[src/rtl/alu_mc_if.sv]
// ============================================================================
// Module   : alu_mc_if
// Brief    : Command/result bundle between the SAP-1 controller and alu_mc.
// Revision : 1.0
// ============================================================================
`default_nettype none

interface alu_mc_if #(
    parameter int DATA_WIDTH = 8,
    parameter int NUM_REGS   = 4,
    parameter int RS_W       = $clog2(NUM_REGS)
);
    logic                  cmd_valid;
    logic                  cmd_ready;
    logic [3:0]            opcode;
    logic [RS_W-1:0]       reg_sel;
    logic [DATA_WIDTH-1:0] data_in;
    logic [DATA_WIDTH-1:0] data_out;
    logic                  out_valid;
    logic                  busy;
    logic                  flag_carry;
    logic                  flag_zero;
    logic                  flag_neg;

    modport master (
        output cmd_valid, opcode, reg_sel, data_in,
        input  cmd_ready, data_out, out_valid, busy,
               flag_carry, flag_zero, flag_neg
    );

    modport slave (
        input  cmd_valid, opcode, reg_sel, data_in,
        output cmd_ready, data_out, out_valid, busy,
               flag_carry, flag_zero, flag_neg
    );
endinterface

`default_nettype wire

[src/rtl/alu_mc.sv]
// ============================================================================
// Module   : alu_mc
// Brief    : Multi-cycle accumulator ALU with register file, carry-chained
//            arithmetic and an iterative shift-and-add multiplier.
// Revision : 1.0
// ============================================================================
`default_nettype none

module alu_mc #(
    parameter int DATA_WIDTH = 8,
    parameter int NUM_REGS   = 4,
    parameter int RS_W       = $clog2(NUM_REGS)
) (
    input  wire logic  clk,
    input  wire logic  a_reset_n,
    alu_mc_if.slave    bus
);

    localparam int CNT_W  = $clog2(DATA_WIDTH);
    localparam int PROD_W = 2 * DATA_WIDTH;

    localparam logic [CNT_W-1:0] c_CNT_LAST = CNT_W'(DATA_WIDTH - 1);

    localparam logic [0:0] c_ST_IDLE = 1'b0;
    localparam logic [0:0] c_ST_MULT = 1'b1;

    localparam logic [3:0] c_OP_NOP  = 4'd0;
    localparam logic [3:0] c_OP_LDR  = 4'd1;
    localparam logic [3:0] c_OP_LDA  = 4'd2;
    localparam logic [3:0] c_OP_ADD  = 4'd3;
    localparam logic [3:0] c_OP_ADC  = 4'd4;
    localparam logic [3:0] c_OP_SUB  = 4'd5;
    localparam logic [3:0] c_OP_AND  = 4'd6;
    localparam logic [3:0] c_OP_OR   = 4'd7;
    localparam logic [3:0] c_OP_XOR  = 4'd8;
    localparam logic [3:0] c_OP_SHL  = 4'd9;
    localparam logic [3:0] c_OP_SHR  = 4'd10;
    localparam logic [3:0] c_OP_MUL  = 4'd11;
    localparam logic [3:0] c_OP_OUT  = 4'd12;
    localparam logic [3:0] c_OP_CLR  = 4'd13;
    localparam logic [3:0] c_OP_STA  = 4'd14;
    localparam logic [3:0] c_OP_RSVD = 4'd15;

    // ------------------------------------------------------------------------
    // State and datapath registers
    // ------------------------------------------------------------------------
    logic [0:0]            r_state;
    logic [0:0]            w_state_next;

    logic [DATA_WIDTH-1:0] r_acc;
    logic                  r_carry;
    logic [DATA_WIDTH-1:0] r_regs [NUM_REGS];
    logic [DATA_WIDTH-1:0] r_data_out;
    logic                  r_out_valid;

    logic [DATA_WIDTH-1:0] r_mcand;
    logic [DATA_WIDTH-1:0] r_mplier;
    logic [PROD_W-1:0]     r_prod;
    logic [CNT_W-1:0]      r_cnt;

    // ------------------------------------------------------------------------
    // Combinational signals
    // ------------------------------------------------------------------------
    logic                  w_busy;
    logic                  w_ready;
    logic                  w_accept;
    logic                  w_mul_start;
    logic                  w_mul_last;
    logic [DATA_WIDTH-1:0] w_operand;
    logic [DATA_WIDTH:0]   w_add;
    logic [DATA_WIDTH:0]   w_adc;
    logic [DATA_WIDTH:0]   w_sub;
    logic [PROD_W-1:0]     w_addend;
    logic [PROD_W-1:0]     w_prod_next;

    logic [DATA_WIDTH-1:0] w_acc_next;
    logic                  w_carry_next;
    logic                  w_reg_we;
    logic [DATA_WIDTH-1:0] w_reg_wdata;
    logic                  w_out_load;
    logic [NUM_REGS-1:0]   w_reg_hit;

    assign w_accept    = bus.cmd_valid && w_ready;
    assign w_mul_start = w_accept && (bus.opcode == c_OP_MUL);
    assign w_mul_last  = (r_state == c_ST_MULT) && (r_cnt == c_CNT_LAST);
    assign w_operand   = r_regs[bus.reg_sel];

    // One extra bit on every arithmetic result carries the carry/borrow out.
    assign w_add = {1'b0, r_acc} + {1'b0, w_operand};
    assign w_adc = w_add + {{DATA_WIDTH{1'b0}}, r_carry};
    assign w_sub = {1'b0, r_acc} - {1'b0, w_operand};

    assign w_addend    = r_mplier[0] ? ({{DATA_WIDTH{1'b0}}, r_mcand} << r_cnt)
                                     : '0;
    assign w_prod_next = r_prod + w_addend;

    // ------------------------------------------------------------------------
    // FSM: state register
    // ------------------------------------------------------------------------
    always_ff @(posedge clk or negedge a_reset_n) begin
        if (!a_reset_n) begin
            r_state <= c_ST_IDLE;
        end else begin
            r_state <= w_state_next;
        end
    end

    // ------------------------------------------------------------------------
    // FSM: next-state logic
    // ------------------------------------------------------------------------
    always_comb begin
        w_state_next = r_state;
        case (r_state)
            c_ST_IDLE: if (w_mul_start) w_state_next = c_ST_MULT;
            c_ST_MULT: if (w_mul_last)  w_state_next = c_ST_IDLE;
            default:                    w_state_next = c_ST_IDLE;
        endcase
    end

    // ------------------------------------------------------------------------
    // FSM: outputs
    // ------------------------------------------------------------------------
    always_comb begin
        w_busy  = (r_state == c_ST_MULT);
        w_ready = !w_busy;
    end

    // ------------------------------------------------------------------------
    // Accumulator, carry and register-file update selection
    // ------------------------------------------------------------------------
    always_comb begin
        w_acc_next   = r_acc;
        w_carry_next = r_carry;
        w_reg_we     = 1'b0;
        w_reg_wdata  = bus.data_in;
        w_out_load   = 1'b0;

        if (w_mul_last) begin
            // Overflow is any set bit in the upper half of the product.
            w_acc_next   = w_prod_next[DATA_WIDTH-1:0];
            w_carry_next = |w_prod_next[PROD_W-1:DATA_WIDTH];
        end else if (w_accept) begin
            case (bus.opcode)
                c_OP_NOP, c_OP_RSVD, c_OP_MUL: begin
                end
                c_OP_LDR: begin
                    w_reg_we    = 1'b1;
                    w_reg_wdata = bus.data_in;
                end
                c_OP_LDA: w_acc_next = bus.data_in;
                c_OP_ADD: begin
                    w_acc_next   = w_add[DATA_WIDTH-1:0];
                    w_carry_next = w_add[DATA_WIDTH];
                end
                c_OP_ADC: begin
                    w_acc_next   = w_adc[DATA_WIDTH-1:0];
                    w_carry_next = w_adc[DATA_WIDTH];
                end
                c_OP_SUB: begin
                    w_acc_next   = w_sub[DATA_WIDTH-1:0];
                    w_carry_next = w_sub[DATA_WIDTH];
                end
                c_OP_AND: begin
                    w_acc_next   = r_acc & w_operand;
                    w_carry_next = 1'b0;
                end
                c_OP_OR: begin
                    w_acc_next   = r_acc | w_operand;
                    w_carry_next = 1'b0;
                end
                c_OP_XOR: begin
                    w_acc_next   = r_acc ^ w_operand;
                    w_carry_next = 1'b0;
                end
                c_OP_SHL: begin
                    w_acc_next   = {r_acc[DATA_WIDTH-2:0], 1'b0};
                    w_carry_next = r_acc[DATA_WIDTH-1];
                end
                c_OP_SHR: begin
                    w_acc_next   = {1'b0, r_acc[DATA_WIDTH-1:1]};
                    w_carry_next = r_acc[0];
                end
                c_OP_OUT: w_out_load = 1'b1;
                c_OP_CLR: begin
                    w_acc_next   = '0;
                    w_carry_next = 1'b0;
                end
                c_OP_STA: begin
                    w_reg_we    = 1'b1;
                    w_reg_wdata = r_acc;
                end
                default: begin
                end
            endcase
        end
    end

    // ------------------------------------------------------------------------
    // Register-file write decode
    // ------------------------------------------------------------------------
    for (genvar gi = 0; gi < NUM_REGS; gi++) begin : g_reg_hit
        assign w_reg_hit[gi] = w_reg_we && (bus.reg_sel == RS_W'(gi));
    end

    always_ff @(posedge clk or negedge a_reset_n) begin
        if (!a_reset_n) begin
            for (int i = 0; i < NUM_REGS; i++) begin
                r_regs[i] <= '0;
            end
        end else begin
            for (int i = 0; i < NUM_REGS; i++) begin
                if (w_reg_hit[i]) begin
                    r_regs[i] <= w_reg_wdata;
                end
            end
        end
    end

    // ------------------------------------------------------------------------
    // Accumulator, flags and output register
    // ------------------------------------------------------------------------
    always_ff @(posedge clk or negedge a_reset_n) begin
        if (!a_reset_n) begin
            r_acc       <= '0;
            r_carry     <= 1'b0;
            r_data_out  <= '0;
            r_out_valid <= 1'b0;
        end else begin
            r_acc       <= w_acc_next;
            r_carry     <= w_carry_next;
            r_out_valid <= w_out_load;
            if (w_out_load) begin
                r_data_out <= r_acc;
            end
        end
    end

    // ------------------------------------------------------------------------
    // Shift-and-add multiplier: one multiplier bit per cycle, LSB first
    // ------------------------------------------------------------------------
    always_ff @(posedge clk or negedge a_reset_n) begin
        if (!a_reset_n) begin
            r_mcand  <= '0;
            r_mplier <= '0;
            r_prod   <= '0;
            r_cnt    <= '0;
        end else if (w_mul_start) begin
            r_mcand  <= r_acc;
            r_mplier <= w_operand;
            r_prod   <= '0;
            r_cnt    <= '0;
        end else if (r_state == c_ST_MULT) begin
            r_prod   <= w_prod_next;
            r_mplier <= {1'b0, r_mplier[DATA_WIDTH-1:1]};
            r_cnt    <= w_mul_last ? '0 : r_cnt + 1'b1;
        end
    end

    // ------------------------------------------------------------------------
    // Outputs
    // ------------------------------------------------------------------------
    assign bus.cmd_ready  = w_ready;
    assign bus.busy       = w_busy;
    assign bus.data_out   = r_data_out;
    assign bus.out_valid  = r_out_valid;
    assign bus.flag_carry = r_carry;
    assign bus.flag_zero  = (r_acc == '0);
    assign bus.flag_neg   = r_acc[DATA_WIDTH-1];

endmodule

`default_nettype wire

[src/flat_wrapper.sv]
// flat-port wrapper written by rule: the top's interface ports become plain ports
module alu_mc_flat 
#(
    parameter int DATA_WIDTH = 8,
    parameter int NUM_REGS   = 4,
    parameter int RS_W       = $clog2(NUM_REGS)
)
  (clk, a_reset_n, bus_cmd_valid, bus_opcode, bus_reg_sel, bus_data_in, bus_cmd_ready, bus_data_out, bus_out_valid, bus_busy, bus_flag_carry, bus_flag_zero, bus_flag_neg);
  alu_mc_if #(.DATA_WIDTH(DATA_WIDTH), .NUM_REGS(NUM_REGS), .RS_W(RS_W)) bus_i ();
  input  wire logic clk;
  input  wire logic a_reset_n;
  input wire logic [$bits(bus_i.cmd_valid)-1:0] bus_cmd_valid;
  input wire logic [$bits(bus_i.opcode)-1:0] bus_opcode;
  input wire logic [$bits(bus_i.reg_sel)-1:0] bus_reg_sel;
  input wire logic [$bits(bus_i.data_in)-1:0] bus_data_in;
  output wire logic [$bits(bus_i.cmd_ready)-1:0] bus_cmd_ready;
  output wire logic [$bits(bus_i.data_out)-1:0] bus_data_out;
  output wire logic [$bits(bus_i.out_valid)-1:0] bus_out_valid;
  output wire logic [$bits(bus_i.busy)-1:0] bus_busy;
  output wire logic [$bits(bus_i.flag_carry)-1:0] bus_flag_carry;
  output wire logic [$bits(bus_i.flag_zero)-1:0] bus_flag_zero;
  output wire logic [$bits(bus_i.flag_neg)-1:0] bus_flag_neg;
  assign bus_i.cmd_valid = bus_cmd_valid;
  assign bus_i.opcode = bus_opcode;
  assign bus_i.reg_sel = bus_reg_sel;
  assign bus_i.data_in = bus_data_in;
  assign bus_cmd_ready = bus_i.cmd_ready;
  assign bus_data_out = bus_i.data_out;
  assign bus_out_valid = bus_i.out_valid;
  assign bus_busy = bus_i.busy;
  assign bus_flag_carry = bus_i.flag_carry;
  assign bus_flag_zero = bus_i.flag_zero;
  assign bus_flag_neg = bus_i.flag_neg;
  alu_mc #(.DATA_WIDTH(DATA_WIDTH), .NUM_REGS(NUM_REGS), .RS_W(RS_W)) u_core (.clk(clk), .a_reset_n(a_reset_n), .bus(bus_i));
endmodule
[config.mk]
export PLATFORM = sky130hd
export DESIGN_NAME = alu_mc_flat
export DESIGN_NICKNAME = d
export VERILOG_FILES = /design/src/rtl/alu_mc_if.sv /design/src/rtl/alu_mc.sv /design/src/flat_wrapper.sv
export SDC_FILE = /design/constraint.sdc
export NUM_CORES = 1
export LEC_CHECK = 0
export CAP_MARGIN = 20
export CELL_PAD_IN_SITES_DETAIL_PLACEMENT = 0
export CELL_PAD_IN_SITES_GLOBAL_PLACEMENT = 1
export CORE_ASPECT_RATIO = 1.4
export CORE_MARGIN = 3
export CORE_UTILIZATION = 47
export CTS_CLUSTER_DIAMETER = 150
export DETAILED_ROUTE_END_ITERATION = 12
export HOLD_SLACK_MARGIN = 0.12
export PLACE_DENSITY_LB_ADDON = 0.1
export SYNTH_ARGS = -nofsm -noshare
export SYNTH_HDL_FRONTEND = slang
export SYNTH_SLANG_ARGS = --single-unit
export TNS_END_PERCENT = 1
[constraint.sdc]
create_clock -name clk -period 4.6 [get_ports clk]
set_input_delay 0.92 -clock clk [delete_from_list [all_inputs] [get_ports clk]]
set_output_delay 0.92 -clock clk [all_outputs]
set_load 0.02 [all_outputs]
==> flow_summary.toml <==
[run_status]
outcome = "finished, final reports clean"

[sta]
relSlewSlack_pct = 36.9
hold_viol_final = 0
rsz0062_at_grt = "no"
fin_crit_sh_pct = 92.9
fin_crit_ns = 4.27
finalSetupViolCount = 0
worst_pin_slew_ns = 0.945
finalClockSkew_ns = 0.00874
fmax_ghz = 0.234
slew_violations = 0

[die]
rows = 49
coreArea_sq_um = 13000
ios = 31
start_util_pct = 48.6
dieArea_sq_um = 14900
fp.dieW_um = 104
die_h_um = 143

[placed_design]
port_buffers = 30
place_area_sq_um = 6960
gp_congestion = 0.947
hpwlAfterDp_um = 15700

[synthesis]
yosys.area_share.simple_pct = 17.5
ys_types = 73
synth_xor_area_share_pct = 4.02
synth_edf_count = 0
synth_top_family_by_area = "compound AO/OA/AOI/OAI gates"
ys_warn_count = 0
synthMuxAreaShare_pct = 8.50
synth_area_per_cell_sq_um = 8.79
synth_compound_area_share_pct = 21.7
ys_ff_latch = 86
synthArstFlopShare_pct = 100
ys_seq_area_share_pct = 34.1
syn-cell-area_sq_um = 6310
mappedNetlistNets = 782
synth_fa_ha_area_share_pct = 9.67
syn_inst = 718
synth_ff_type = "dfrtp_1"

[clocking]
cts_resized = 0
clk_path_buf_depth = 2
cts_root_buffer = "clkbuf_16"
cts_setup_buffers = 0
cts_buffers = 9
clock-sinks = 86
htree_levels = 3
clkSlewWorstSetupHoldPaths_ns = 0.07
cts_tree = "built"
cts_hold_buf = 0
clock_latency_ns = 0.34

[worst_setup_path]
cp.arrival_ns = 4.48
cpMostUsedCell = "ha_1"
crit_path_top_delay_cell = "mux4_2"
path_cells = "clkdlybuf4s50_1 -> mux4_2 -> ha_1 -> fa_1 -> ha_1 -> nand2_1 -> nor3_2 -> or3b_4 -> nor4_4 -> xnor2_1 -> a211oi_2 -> a41oi_1"
reg2reg_slack_ns = 0.62
cp_num_buf_inv = 1
critical_path_class = "input port to flip-flop"
slowest_delay_ns = 0.56
endpoint_kind = "flip-flop"
cp_max_fo = 3
required_ns = 4.81
start_kind = "input port"
cp_top_family = "simple AND/OR/NAND/NOR gates"

[global_route]
grt_max_degree = 55
grt_pass1_vias = 5580
antenna_found_initial = 0
grt_usage_pct = 28.2
gr-total-overflow = 0
grt_pass1_wl_um = 32100

[detailed_routing]
routed-via-count = 5616
wl_per_cell_um = 21.7
drc = 0
drt_iter0_drc = 473
via_per_inst = 5.95
antenna_left = 0
firstDrtPassIters = 5
route.final.wire_length_um = 20500

[cells_and_area]
antenna-diode-count = 0
fillers = 1242
final_core_util_pct = 55.9
area_growth_pct = 15.0
fin_nets = 825
design_area_sq_um = 7260
drive_gt1_share_pct = 12.7

[pwr]
p_total_w = 0.00449
peakVddDrop_v = 0.000268
power_density_nw_per_um2 = 619
leakage_nw = 3.22

[run]
cap_violations = 0

[worst_hold_path]
min-delay-path-class = "flip-flop to flip-flop"
==> layout make-up <==
cell class	count	area, sq um	share of cell area (%)
Tap cell	178	223	3.07
Clock inverter	7	80.1	1.10
Clock buffer	9	225	3.10
Sequential cell	86	2150	29.6
Timing Repair Buffer	70	598	8.23
Inverter	28	105	1.45
Multi-Input combinational cell	566	3880	53.4
==> through the flow <==
| step | cells | worst slack (ns) | TNS (ns) | hold slack (ns) |
|---|---|---|---|---|
| floorplan | 718 | 0.487 | 0 | 0.445 |
| global placement | 928 | 0.0140 | 0 | 0.458 |
| detailed placement | 928 | -0.00256 | -0.00256 | 0.465 |
| CTS | 944 | 0.352 | 0 | 0.481 |
| global route | 944 | 0.196 | 0 | 0.514 |
| finish | 944 | 0.328 | 0 | 0.479 |
==> routing by layer <==
| layer | GRT usage [%] | routed length, um |
|---|---|---|
| met5 | 0 | 0 |
| met4 | 12.9 | 1020 |
| met3 | 4.39 | 794 |
| met2 | 49.2 | 10200 |
| met1 | 34.5 | 8470 |
==> worst paths after layout <==
check | from | end | cells past startpoint
max | bus_reg_sel[0] | u_core.bus.flag_carry | 12
min | u_core.r_regs[6] | u_core.r_regs[6] | 2
max reg2reg | u_core.r_cnt[1] | u_core.bus.flag_carry | 12
min reg2reg | u_core.r_regs[6] | u_core.r_regs[6] | 2
max in group asynchronous | a_reset_n | u_core.r_acc[2] | 2
min in group asynchronous | a_reset_n | u_core.r_prod[10] | 1
==> cell families (layout without fill, tap and decap cells) <==
kind of cell | count (synthesis) | in the layout
simple gates | 238 | 238
compound gates | 210 | 210
flops | 86 | 86
buf+inv | 66 | 114
fa+ha+maj | 47 | 47
mux | 42 | 42
xor+xnor | 29 | 29
==> cells in the mapped netlist (5+ instances only) <==
cell type    n  area (sq um)
a21o_1       8          60.1
mux2_2      13           146
a211oi_1    10          75.1
nor2b_1     11          68.8
a21oi_1     45           225
xor2_1      10          87.6
o22ai_1     10          62.6
buf_1        5          18.8
o21ai_1      5          25.0
ha_1        44           551
dfrtp_1     86          2150
nand3b_1     5          37.5
mux2i_1     21           210
nor2_1      53           199
inv_1       28           105
a22oi_1     10          75.1
clkbuf_1    23          86.3
xnor2_1     19           166
nand3_1     12          60.1
nand2_1    108           405
o21ai_0     65           325
o21bai_1     6          45.0
a22o_1       7          61.3
nor3_1      13          65.1
mux4_2       8           180
==> power breakdown <==
group | total (W) | switching [W] | internal, W
logic | 0.00238 | 0.00136 | 0.00102
registers | 0.00134 | 0.000314 | 0.00102
clock network | 0.000772 | 0.000344 | 0.000429
total | 0.00449 | 0.00202 | 0.00247
==> sequential cells by signal, summed over array words and instances, names as in the netlist, 3 cells and up <==
| signal | cells |
|---|---|
| u_core.bus.data_out | 8 |
| u_core.r_acc | 8 |
| u_core.r_cnt | 3 |
| u_core.r_mcand | 8 |
| u_core.r_mplier | 8 |
| u_core.r_prod | 16 |
| u_core.r_regs | 32 |
==> placed cells by master (no fill, tap or decap), drive strengths merged, types with 13 or more instances in the layout <==
master	netlist	routed
ha	44	44
o21ai	70	70
buf	13	41
mux2	13	13
nor2	53	53
dfrtp	86	86
nor3	15	15
nand2	108	108
mux2i	21	21
xnor2	19	19
clkdlybuf4s50	0	29
inv	28	30
a21oi	46	46
==> worst reg2reg max path, stage by stage, from the launching register on <==
cell	delay [ns]
dfrtp_1	0.67
mux2_2	0.41
o21ai_0	0.23
o21ai_0	0.13
and2_1	0.19
ha_1	0.34
o21ai_1	0.38
a211oi_1	0.15
a221oi_1	0.44
xnor2_1	0.15
or4_1	0.50
nor2_1	0.14
a41oi_1	0.13
No activity file was read; power rests on OpenSTA's default activity.
